<file path="config.mk">
export PLATFORM = sky130hd
export DESIGN_NAME = pipe_skid_stage
export DESIGN_NICKNAME = d
export VERILOG_FILES = /design/src/rtl/pipe_skid_stage.sv
export SDC_FILE = /design/constraint.sdc
export NUM_CORES = 1
export LEC_CHECK = 0
export ABC_AREA = 0
export ABC_CLOCK_PERIOD_IN_PS = 11860
export CORE_UTILIZATION = 45
export DETAILED_ROUTE_END_ITERATION = 16
export GPL_TIMING_DRIVEN = 0
export PLACE_DENSITY = 0.76
export SLEW_MARGIN = 0
export SYNTH_ARGS = -nofsm -noshare
export SYNTH_HDL_FRONTEND = slang
export SYNTH_SLANG_ARGS = --single-unit
</file>
<file path="constraint.sdc">
create_clock -name clk_i -period 11.86 [get_ports clk_i]
set_clock_uncertainty 0.05 [all_clocks]
set_input_delay 1.186 -clock clk_i [delete_from_list [all_inputs] [get_ports clk_i]]
set_output_delay 1.186 -clock clk_i [all_outputs]
set_load 0.02 [all_outputs]
</file>
<file path="src/rtl/pipe_skid_stage.sv">
// Two-entry skid buffer stage: main register drives the output, skid catches the
// payload accepted while downstream stalls so in_ready_o can be a pure state decode.
module pipe_skid_stage #(
    parameter int                   PAYLOAD_W      = 188,
    parameter bit                   CLEAR_ON_FLUSH = 1'b1,
    parameter logic [PAYLOAD_W-1:0] FLUSH_VAL      = '0,
    parameter int                   CNT_W          = 16
) (
    input  logic                 clk_i,
    input  logic                 rst_i,
    input  logic                 flush_i,
    input  logic                 in_valid_i,
    output logic                 in_ready_o,
    input  logic [PAYLOAD_W-1:0] in_data_i,
    output logic                 out_valid_o,
    input  logic                 out_ready_i,
    output logic [PAYLOAD_W-1:0] out_data_o,
    output logic [1:0]           occupancy_o,
    output logic [CNT_W-1:0]     stall_cnt_o
);

    typedef enum logic [1:0] {
        EMPTY = 2'd0,
        ONE   = 2'd1,
        FULL  = 2'd2
    } state_t;

    state_t               state_q, state_d;
    logic [PAYLOAD_W-1:0] main_q, skid_q;
    logic [CNT_W-1:0]     stall_q;
    logic                 accept, take;
    logic                 ld_main_in, ld_main_skid, ld_main_flush, ld_skid;

    // Handshake outputs decode the state register only, no input-to-output paths.
    assign in_ready_o  = (state_q != FULL);
    assign out_valid_o = (state_q != EMPTY);
    assign occupancy_o = state_q;
    assign out_data_o  = main_q;
    assign stall_cnt_o = stall_q;

    assign accept = in_valid_i & in_ready_o;
    assign take   = out_valid_o & out_ready_i;

    always_ff @(posedge clk_i or posedge rst_i) begin
        if (rst_i) state_q <= EMPTY;
        else       state_q <= state_d;
    end

    always_comb begin
        state_d       = state_q;
        ld_main_in    = 1'b0;
        ld_main_skid  = 1'b0;
        ld_main_flush = 1'b0;
        ld_skid       = 1'b0;
        if (flush_i) begin
            state_d       = EMPTY;
            ld_main_flush = CLEAR_ON_FLUSH;
        end else begin
            case (state_q)
                EMPTY: if (accept) begin
                    ld_main_in = 1'b1;
                    state_d    = ONE;
                end
                ONE: begin
                    if (accept && take) begin
                        ld_main_in = 1'b1;
                    end else if (accept) begin
                        ld_skid = 1'b1;
                        state_d = FULL;
                    end else if (take) begin
                        state_d = EMPTY;
                    end
                end
                FULL: if (take) begin
                    ld_main_skid = 1'b1;
                    state_d      = ONE;
                end
                default: state_d = EMPTY;
            endcase
        end
    end

    always_ff @(posedge clk_i or posedge rst_i) begin
        if (rst_i) begin
            main_q <= '0;
            skid_q <= '0;
        end else begin
            if (ld_main_flush)     main_q <= FLUSH_VAL;
            else if (ld_main_in)   main_q <= in_data_i;
            else if (ld_main_skid) main_q <= skid_q;
            if (ld_skid) skid_q <= in_data_i;
        end
    end

    // Counts upstream stalls independent of flush; sticks at all-ones.
    always_ff @(posedge clk_i or posedge rst_i) begin
        if (rst_i)
            stall_q <= '0;
        else if (in_valid_i && !in_ready_o && (stall_q != {CNT_W{1'b1}}))
            stall_q <= stall_q + 1'b1;
    end

endmodule

</file>
==> out/qor.yml <==
run_status:
  status: "finished clean"
die:
  die_y_um: 197
  die_x_um: 197
  io_pins: 401
  die-area_um2: 38700
  initial_core_util: 0.462
  core_area_um2: 37000
  rows: 70
power:
  total_power_mw: 4.13
  vdd_drop_max_v: 0.000151
  power_density_nw_per_um2: 176
  leakagePower_nw: 10.5
finish:
  fin_area_um2: 23400
  final_cell_mix: "clkdlybuf4s50_1, dfrtp_1, nand2_1"
  layout-drive-gt1-share: 0.196
  postLayoutCoreUtil: 0.634
  mostFrequentLayoutCell: "clkdlybuf4s50_1"
  fill_cells: 2893
  syn_to_final_growth_pct: 37.3
  nNetsFinal: 1977
critical_path:
  crit_type: "input pin to flip-flop"
  crit_path_end_kind: "flip-flop"
  startpoint_type: "input pin"
  crit_fanout: 10
  cp.required_ns: 12.20
  arrival_ns: 3.77
clock_tree:
  cts_made_buffers: 44
  clock_sinks: 394
  clockBufferDepth: 3
  post_cts_buffers: 0
  clkLatencyLatePin_ns: 0.54
  holdBufCountCts: 0
  cts_resized: 0
  cts_root_buffer: "clkbuf_16"
  cts_tree: "yes"
  h-tree-depth: 2
  clk_pin_slew_ns: 0.06
synth:
  ys_seq_area_frac: 0.578
  syn_area_um2: 17100
  syn-num-nets: 1521
  async_flop_share: 1.00
  syn_inst: 1327
  synthFlopType: "dfrtp_1"
  synth_edf_count: 0
  ys_warn_count: 0
  yosys.cell_types.count: 36
  synth-seq-cells: 394
  avgSynthCellArea_um2: 12.9
sta:
  period_minus_slack_ns: 3.43
  slew_headroom: 0.337
  period_share: 0.289
  final-setup-viol-count: 0
  whs_ns: 0.426
  tns_ns: 0
  slew_viol_final: 0
  hold_viol: 0
  rsz0062_at_grt: "false"
  fmax_ghz: 0.292
  worst_pin_slew_ns: 0.995
placement:
  hpwlAfterDp_mm: 33.5
  gp_routability_congestion: 0.845
  portBuffers: 400
  postPlaceCellArea_um2: 21900
route:
  wl_per_cell_um: 20.1
  drtAntennaViolNets: 0
  vias: 12405
  remaining_drc_errors: 0
  drt_iter0_drc: 559
  routed_via_density: 5.33
  dr.pass1.iters: 4
  finalWirelength_mm: 46.7
global_route:
  track_usage: 0.240
  grt_pass1_wl_mm: 72.6
  grt_pass1_vias: 12907
  grt_remaining_overflow: 0
  antenna_found_initial: 12
  grt_max_degree: 44
job:
  cap_violations: 0
worst_hold_path:
  holdCritPathClass: "flip-flop to flip-flop"
## flip-flops by register name, indices dropped and copies added (netlist names)
name         cells
occupancy_o      2
out_data_o     188
skid_q         188
stall_cnt_o     16
## synth_stat cells (6+ instances only)
cell        n  area share
buf_6      10      0.0066
nand2_1   195       0.043
xor2_1      8      0.0041
dfrtp_1   394        0.58
buf_4       6      0.0026
buf_2      62       0.018
clkbuf_1   26      0.0057
nand3_1    11      0.0032
o31ai_1   188       0.083
nor4_1      6      0.0022
mux2_2    190        0.13
mux2i_1   188        0.11
## power by group
part	leakage (nW)	internal [mW]	total (mW)	switching (mW)
sequential	5.02	1.63	1.78	0.154
combinational	4.69	0.491	0.930	0.438
clock	0.742	0.868	1.42	0.550
## logic make-up (layout without fill, tap and decap cells)
family / count (synthesis) / count (layout) / synth area share
DFF: 394 / 394 / 0.578
muxes: 379 / 379 / 0.236
and+or+nand+nor: 236 / 236 / 0.0578
AOI/OAI and AO/OA: 196 / 196 / 0.0871
buffers and inverters: 110 / 598 / 0.0349
xor gates and xnor gates: 11 / 11 / 0.00564
adders and majority gates: 1 / 1 / 0.000733
other: 0 / 7 / 0
## critical path: stages
cell and delay (ns):
clkdlybuf4s50_1 0.54, clkbuf_1 0.51, clkbuf_1 0.81, clkbuf_1 0.54, o31ai_1 0.17
## metrics by stage
step	worst slack, ns	std cells
after floorplan	5.32	1327
after global placement	2.70	2231
after detailed placement	7.81	2241
after CTS	8.39	2319
after global routing	8.28	2326
final	8.43	2326
## per-layer routing
layer  share of wire  up-vias  wire length [um]  GRT usage
li1                -     5715                 -          -
met1            0.40     6189             18900      0.300
met2            0.48      395             22600      0.396
met3           0.072       98              3370     0.0645
met4           0.038        8              1780     0.0936
met5          0.0011        -                50          0
## cell type report
type | instances | area (um2) | area share
sequential | 394 | 9860 | 0.421
multi-input combinational | 823 | 6620 | 0.282
timing repair buffer | 410 | 4200 | 0.179
clock buffer | 63 | 1290 | 0.0552
tap | 504 | 631 | 0.0269
buffer | 106 | 581 | 0.0248
clock inverter | 15 | 219 | 0.00934
inverter | 4 | 18.8 | 0.000801
antenna | 7 | 17.5 | 0.000747
## path summary, 6_finish.rpt
check / depth (start not counted) / start / slack (ns) / end
max in group asynchronous: 5 / rst_i / 9.58 / out_data_o[46]
min reg2reg: 2 / out_data_o[34] / 0.43 / out_data_o[34]
max reg2reg: 7 / occupancy_o[1] / 9.49 / skid_q[70]
min in group asynchronous: 2 / rst_i / 1.05 / out_data_o[156]
min: 2 / out_data_o[34] / 0.43 / out_data_o[34]
max: 5 / flush_i / 8.43 / out_data_o[104]
Note: power is estimated with default switching activity, not from simulation.
